$ cat src/rtl/draw_pkg.sv
// Shared widths, FSM encoding and defaults for the frame draw sequencer.
package draw_pkg;
  localparam int X_W = 8;
  localparam int Y_W = 7;
  localparam int C_W = 3;
  localparam int DEF_TIMEOUT = 20000;

  typedef enum logic [1:0] {
    ST_IDLE    = 2'd0,
    ST_RUN     = 2'd1,
    ST_RELEASE = 2'd2
  } seq_state_e;
endpackage

$ cat src/rtl/draw_port_mux.sv
// Registered N-way pixel-port mux: one client's draw_en/x/y/colour, selected
// by sel_i and gated by en_i, appears on the VGA plot port one cycle later.
module draw_port_mux import draw_pkg::*; #(
  parameter int N     = 4,
  parameter int IDX_W = 2
) (
  input  logic             clk_i,
  input  logic             reset_i,
  input  logic             en_i,
  input  logic [IDX_W-1:0] sel_i,
  input  logic [N-1:0]     draw_en_i,
  input  logic [N*X_W-1:0] x_i,
  input  logic [N*Y_W-1:0] y_i,
  input  logic [N*C_W-1:0] colour_i,
  output logic             plot_o,
  output logic [X_W-1:0]   x_o,
  output logic [Y_W-1:0]   y_o,
  output logic [C_W-1:0]   colour_o
);
  logic [N-1:0][X_W-1:0] x_a;
  logic [N-1:0][Y_W-1:0] y_a;
  logic [N-1:0][C_W-1:0] c_a;
  logic                  plot_q;
  logic [X_W-1:0]        x_q;
  logic [Y_W-1:0]        y_q;
  logic [C_W-1:0]        c_q;

  assign x_a = x_i;
  assign y_a = y_i;
  assign c_a = colour_i;

  // Coordinates follow the selected slice every cycle; only plot is qualified.
  always_ff @(posedge clk_i) begin
    if (reset_i) begin
      plot_q <= 1'b0;
      x_q    <= '0;
      y_q    <= '0;
      c_q    <= '0;
    end else begin
      plot_q <= en_i & draw_en_i[sel_i];
      x_q    <= x_a[sel_i];
      y_q    <= y_a[sel_i];
      c_q    <= c_a[sel_i];
    end
  end

  assign plot_o   = plot_q;
  assign x_o      = x_q;
  assign y_o      = y_q;
  assign colour_o = c_q;
endmodule

$ cat src/rtl/draw_sequencer.sv
// Per-frame scheduler: starts each enabled draw client in index order with a
// start/done handshake and a per-phase watchdog, forwarding its pixels to VGA.
module draw_sequencer import draw_pkg::*; #(
  parameter int N_CLIENTS = 4,
  parameter int TIMEOUT   = DEF_TIMEOUT
) (
  input  logic                     clk_i,
  input  logic                     reset_i,
  input  logic                     frame_tick_i,
  input  logic [N_CLIENTS-1:0]     client_en_i,
  output logic [N_CLIENTS-1:0]     start_o,
  input  logic [N_CLIENTS-1:0]     done_in_i,
  input  logic [N_CLIENTS-1:0]     draw_en_in_i,
  input  logic [8*N_CLIENTS-1:0]   x_in_i,
  input  logic [7*N_CLIENTS-1:0]   y_in_i,
  input  logic [3*N_CLIENTS-1:0]   colour_in_i,
  output logic                     plot_o,
  output logic [X_W-1:0]           x_out_o,
  output logic [Y_W-1:0]           y_out_o,
  output logic [C_W-1:0]           colour_out_o,
  output logic                     busy_o,
  output logic                     frame_done_o,
  output logic                     timeout_err_o,
  output logic                     overrun_o
);
  localparam int              IDX_W    = (N_CLIENTS > 1) ? $clog2(N_CLIENTS) : 1;
  localparam logic [IDX_W-1:0] IDX_LAST = IDX_W'(N_CLIENTS - 1);
  localparam logic [15:0]     WD_LAST  = 16'(TIMEOUT - 1);

  seq_state_e             state_q, state_d;
  logic [IDX_W-1:0]       idx_q, idx_d;
  logic [N_CLIENTS-1:0]   en_lat_q, en_lat_d;
  logic [15:0]            wdog_q, wdog_d;
  logic                   frame_done_q, frame_done_d;
  logic                   timeout_q, timeout_d;
  logic                   overrun_q, overrun_d;
  logic                   advance, wd_exp, run_en;

  assign wd_exp = (wdog_q == WD_LAST);

  always_ff @(posedge clk_i) begin
    if (reset_i) begin
      state_q      <= ST_IDLE;
      idx_q        <= '0;
      en_lat_q     <= '0;
      wdog_q       <= '0;
      frame_done_q <= 1'b0;
      timeout_q    <= 1'b0;
      overrun_q    <= 1'b0;
    end else begin
      state_q      <= state_d;
      idx_q        <= idx_d;
      en_lat_q     <= en_lat_d;
      wdog_q       <= wdog_d;
      frame_done_q <= frame_done_d;
      timeout_q    <= timeout_d;
      overrun_q    <= overrun_d;
    end
  end

  always_comb begin
    state_d      = state_q;
    idx_d        = idx_q;
    en_lat_d     = en_lat_q;
    wdog_d       = (wdog_q == 16'hFFFF) ? wdog_q : wdog_q + 16'd1;
    frame_done_d = 1'b0;
    timeout_d    = 1'b0;
    advance      = 1'b0;
    overrun_d    = frame_tick_i && (state_q != ST_IDLE);
    case (state_q)
      ST_IDLE: begin
        wdog_d = '0;
        if (frame_tick_i) begin
          en_lat_d = client_en_i;
          idx_d    = '0;
          state_d  = ST_RUN;
        end
      end
      ST_RUN: begin
        // A done arriving on the expiry cycle wins: the client finished in time.
        if (!en_lat_q[idx_q]) advance = 1'b1;
        else if (done_in_i[idx_q]) begin
          state_d = ST_RELEASE;
          wdog_d  = '0;
        end else if (wd_exp) begin
          timeout_d = 1'b1;
          state_d   = ST_RELEASE;
          wdog_d    = '0;
        end
      end
      ST_RELEASE: begin
        if (!done_in_i[idx_q]) advance = 1'b1;
        else if (wd_exp) begin
          timeout_d = 1'b1;
          advance   = 1'b1;
        end
      end
      default: state_d = ST_IDLE;
    endcase
    if (advance) begin
      wdog_d = '0;
      if (idx_q == IDX_LAST) begin
        frame_done_d = 1'b1;
        state_d      = ST_IDLE;
      end else begin
        idx_d   = idx_q + IDX_W'(1);
        state_d = ST_RUN;
      end
    end
  end

  always_comb begin
    run_en  = (state_q == ST_RUN) && en_lat_q[idx_q];
    start_o = '0;
    if (run_en) start_o[idx_q] = 1'b1;
    busy_o  = (state_q != ST_IDLE);
  end

  assign frame_done_o  = frame_done_q;
  assign timeout_err_o = timeout_q;
  assign overrun_o     = overrun_q;

  draw_port_mux #(.N(N_CLIENTS), .IDX_W(IDX_W)) u_mux (
    .clk_i     (clk_i),
    .reset_i   (reset_i),
    .en_i      (run_en),
    .sel_i     (idx_q),
    .draw_en_i (draw_en_in_i),
    .x_i       (x_in_i),
    .y_i       (y_in_i),
    .colour_i  (colour_in_i),
    .plot_o    (plot_o),
    .x_o       (x_out_o),
    .y_o       (y_out_o),
    .colour_o  (colour_out_o)
  );
endmodule
$ cat config.mk
export PLATFORM = sky130hd
export DESIGN_NAME = draw_sequencer
export DESIGN_NICKNAME = d
export VERILOG_FILES = /design/src/rtl/draw_pkg.sv /design/src/rtl/draw_port_mux.sv /design/src/rtl/draw_sequencer.sv
export SDC_FILE = /design/constraint.sdc
export NUM_CORES = 1
export LEC_CHECK = 0
export CAP_MARGIN = 20
export CORE_AREA = 2 2 82 84
export DETAILED_ROUTE_END_ITERATION = 12
export DIE_AREA = 0 0 84 86
export PLACE_DENSITY = 0.78
export RECOVER_POWER = 50
export SLEW_MARGIN = 0
export SYNTH_ARGS = -nofsm -noshare
export SYNTH_HDL_FRONTEND = slang
export SYNTH_SLANG_ARGS = --single-unit
$ cat constraint.sdc
create_clock -name clk_i -period 2.5 [get_ports clk_i]
set_clock_uncertainty 0.2 [all_clocks]
set_input_delay 0.5 -clock clk_i [delete_from_list [all_inputs] [get_ports clk_i]]
set_output_delay 0.5 -clock clk_i [all_outputs]
set_load 0.02 [all_outputs]
==> results of run 1 <==
==> worst paths after layout <==
check	from	end	slack, ns	depth (start not counted)
hold reg to reg	en_lat_q[1]$_SDFFE_PP0P_	en_lat_q[1]$_SDFFE_PP0P_	0.26	2
setup reg to reg	idx_q[0]$_SDFF_PP0_	wdog_q[15]$_SDFF_PP0_	0.06	6
setup / recovery	idx_q[0]$_SDFF_PP0_	start_o[2]	0.04	3
hold / removal	en_lat_q[1]$_SDFFE_PP0P_	en_lat_q[1]$_SDFFE_PP0P_	0.26	2
==> routing by layer <==
layer | GRT usage, % | wire (µm) | up-vias
met3 | 5.197 | 412 | 11
met5 | 0 | 0 | -
met4 | 6.598 | 131 | 0
met1 | 20.30 | 2697 | 1119
met2 | 37.82 | 3675 | 83
li1 | - | - | 1123
==> through the flow <==
step | TNS [ns] | util (%) | hold slack, ns | area, µm² | std cells
floorplan | 0 | - | 0.2331 | 2474 | 234
global placement | -1.479 | 60.22 | 0.2416 | 3780 | 430
detailed placement | -2.150 | 60.22 | 0.2513 | 3780 | 430
CTS | 0 | 61.89 | 0.2639 | 3885 | 438
global route | -0.1626 | 62.33 | 0.2831 | 3913 | 438
finish | 0 | 62.33 | 0.2608 | 3913 | 438
==> what timing repair did <==
action | CTS | global route
pin swaps | 0 | 0
cloned | 0 | 0
endpoints found under the setup margin | 6 | 5
resized for setup | 5 | 7
==> power groups by stage <==
stage	clock, µW	combinational, µW	sequential [µW]
after floorplan	0	441	894
after global placement	0	814	854
final	556	839	839
after CTS	569	833	840
after detailed placement	0	830	857
after global routing	591	916	848
==> cell families (layout without fill, tap and decap cells) <==
group | Yosys count | count (layout) | share of synthesized area (%)
AO/OA/AOI/OAI | 35 | 35 | 10.32
XOR/XNOR | 9 | 9 | 3.187
adder cells (fa/ha/maj) | 9 | 9 | 4.552
buffers and inverters | 20 | 147 | 3.693
flip-flops | 46 | 46 | 37.23
multiplexers | 24 | 24 | 20.33
AND/OR/NAND/NOR | 91 | 91 | 20.69
==> final cells by class <==
type	count	area, µm²	share of cell area, %
Multi-Input combinational cell	168	1484	37.93
Timing Repair Buffer	129	1264	32.30
Sequential cell	46	922.1	23.57
Tap cell	77	96.34	2.462
Clock buffer	5	68.82	1.759
Clock inverter	3	40.04	1.023
Inverter	10	37.54	0.9594
==> state kept, by name, summed over array words and instances (netlist names) <==
signal and count:
u_mux.x_o 8, en_lat_q 4, idx_q 2, u_mux.y_o 7, u_mux.colour_o 3, wdog_q 16, overrun_o 1, state_q 2
frame_done_o 1, timeout_err_o 1, u_mux.plot_o 1
==> Yosys cell counts, types with 2 or more instances <==
cell type	count
or3_1	2
nand4_1	4
dfxtp_1	46
inv_1	10
a21oi_1	15
o41ai_1	2
a31oi_1	2
nand3_1	6
buf_1	2
mux4_2	21
and2_1	20
nand2_1	19
nand4b_1	2
nor3_1	4
and4_1	6
buf_6	2
and3_1	8
clkbuf_1	5
xnor2_1	9
nor2_1	15
ha_1	9
mux2i_1	3
==> layout by cell type, fill, tap and decap left out, types with 2 or more instances in the layout <==
| cell type | n |
|---|---|
| xnor2_1 | 9 |
| inv_1 | 10 |
| buf_4 | 15 |
| clkinv_2 | 2 |
| nor2_1 | 15 |
| nor3_2 | 2 |
| nor3_1 | 3 |
| nand4_1 | 4 |
| clkdlybuf4s15_1 | 2 |
| o41ai_1 | 2 |
| dfxtp_1 | 45 |
| mux4_2 | 21 |
| a31oi_1 | 2 |
| and4_1 | 6 |
| nand3_1 | 6 |
| nand2_1 | 19 |
| mux2i_1 | 3 |
| dlygate4sd2_1 | 2 |
| dlygate4sd3_1 | 12 |
| nand4b_1 | 2 |
| ha_1 | 9 |
| or3_1 | 2 |
| clkbuf_8 | 5 |
| and2_1 | 13 |
| and2_0 | 7 |
| a21oi_1 | 14 |
| a21oi_2 | 2 |
| and3_1 | 8 |
| clkdlybuf4s50_1 | 96 |
==> worst max-delay path, stage by stage, from the launching register on <==
cell and delay, ns:
dfxtp_2 0.37, mux4_2 0.56, and3_1 0.21, dlygate4sd2_1 0.32
==> summary.md, run 1 <==
| Metric | Value |
|---|---|
| Layout Area Growth over Synthesis | 58.17% |
| Number of global-route vias before repair | ~2.4k |
| Layout cells sized above 1 | about 16% |
| Boundary pin count | 114 |
| Initial antenna violation count | 0 |
| CP startpoint kind | flop |
| CTS Buffer Depth | 2 |
| Clock tree from TritonCTS | built |
| Critical Path AT | between 1.5 and 2 ns |
| Max Slew Vio Count | 0 |
| Max Freq | just over 400 MHz |
| DRC Markers | 0 |
| First-pass GRT wire length | approximately 11000 µm |
| Num CTS Buffers | 5 |
| TritonRoute pass-1 iters | 4 |
| Worst-Margin Slew | approximately 0.62 ns |
| Flops & latches, synth | 46 |
| Total Power | 2233 µW |
| DRT antenna net count | 0 |
| Synthesized instance count | around 230 |
| Synth area leaders | dfxtp_1, mux4_2, and2_1 |
| Clock slew at reported path FFs | ~0.090 ns |
| Number of synthesized flops with an enable pin | 0 |
| Synth Flop Type | dfxtp_1 |
| Netlist cell types | between 40 and 50 |
| Nets@finish | approximately 460 |
| Maximum number of pins on one net before global-route repair | 26 |
| FP Rows | 29 |
| CP Class | flop to output port |
| CTS HTree Levels | 2 |
| Synth Net Count | 330 |
| Leakage | between 0.001 and 0.0015 µW |
| Starting Density | between 30% and 40% |
| Diodes inserted | 0 |
| Synth Area per Inst | 10.57 µm² |
| Comb pwr share | 37.6% |
| Gpl congestion | ~0.80 |
| Seq pwr share | between 30% and 40% |
| Drt total wl | a little under 7000 µm |
| DR iter-0 viols | between 100 and 150 |
| Clk pwr share | 24.9% |
| Mapped cell area | 2474 µm² |
| Wire per inst | approximately 16 µm |
| Final setup vio count | 0 |
| Yosys top cell area share | 37.23% |
| Crit end category | output port |
| Post-CTS Hold Fix Bufs | 0 |
| Post-route setup slack | 0.04380 ns |
| Net switching power | roughly 680 µW |
| Setup WS pre-CTS | -0.2493 ns |
| Global Route Usage Sum | 19.51% |
| Vias per std cell | ~5.3 |
| Root buf cell | clkbuf_8 |
| Chip Height | between 80 and 90 µm |
| Tmin final | between 2 and 2.5 ns |
| PD cells | 570.8 nW/µm² |
| CORE AREA | around 6300 µm² |
| Status | finished, final reports clean |
| Sequential area share after synthesis | a little under two fifths |
| Power Internal | 1557 µW |
| Largest area contributor in the netlist | dfxtp_1 |
| Crit-path max FO | 5 |
| Die X | between 80 and 90 µm |
| Final Hold Violating Endpoints | 0 |
| # clock sinks | 46 |
| Hold Crit Class | flop to flop |
| Slew HR | about three fifths |
| MaxCap Viol Count | 0 |
| Max VDD drop | ~0.00032 V |
| Syn. warnings | 0 |
| Detailed placer's ending HPWL | roughly 5500 µm |
| Via count | 2336 |
| Input/output buffers | 113 |
| Worst-Skew Late Latency | around 0.3 ns |
| Setup bufs post-CTS | 0 |
| Die Area | approximately 7200 µm² |
| Async SR Flop Fraction | 0% |
| Fillcell total | roughly 520 |
| Fin crit share | a little under 100% |
| CP required | between 1.5 and 2 ns |
| GRT Residual Overflow | 0 |
| Switching Share | 30.26% |
Power figures use the tool's default switching activity.
==> inputs of run 2 (changes only) <==
- SLEW_MARGIN: 0 -> default
==> results of run 2 <==
Same layout as run 1: the final DEF is identical, and so are final timing and power.
==> inputs of run 3 (changes only) <==
- CAP_MARGIN: 20 -> default
- CTS_CLUSTER_DIAMETER: default -> 120
- HOLD_SLACK_MARGIN: default -> 0.06
==> results of run 3 <==
Same layout as run 1: the final DEF is identical, and so are final timing and power.
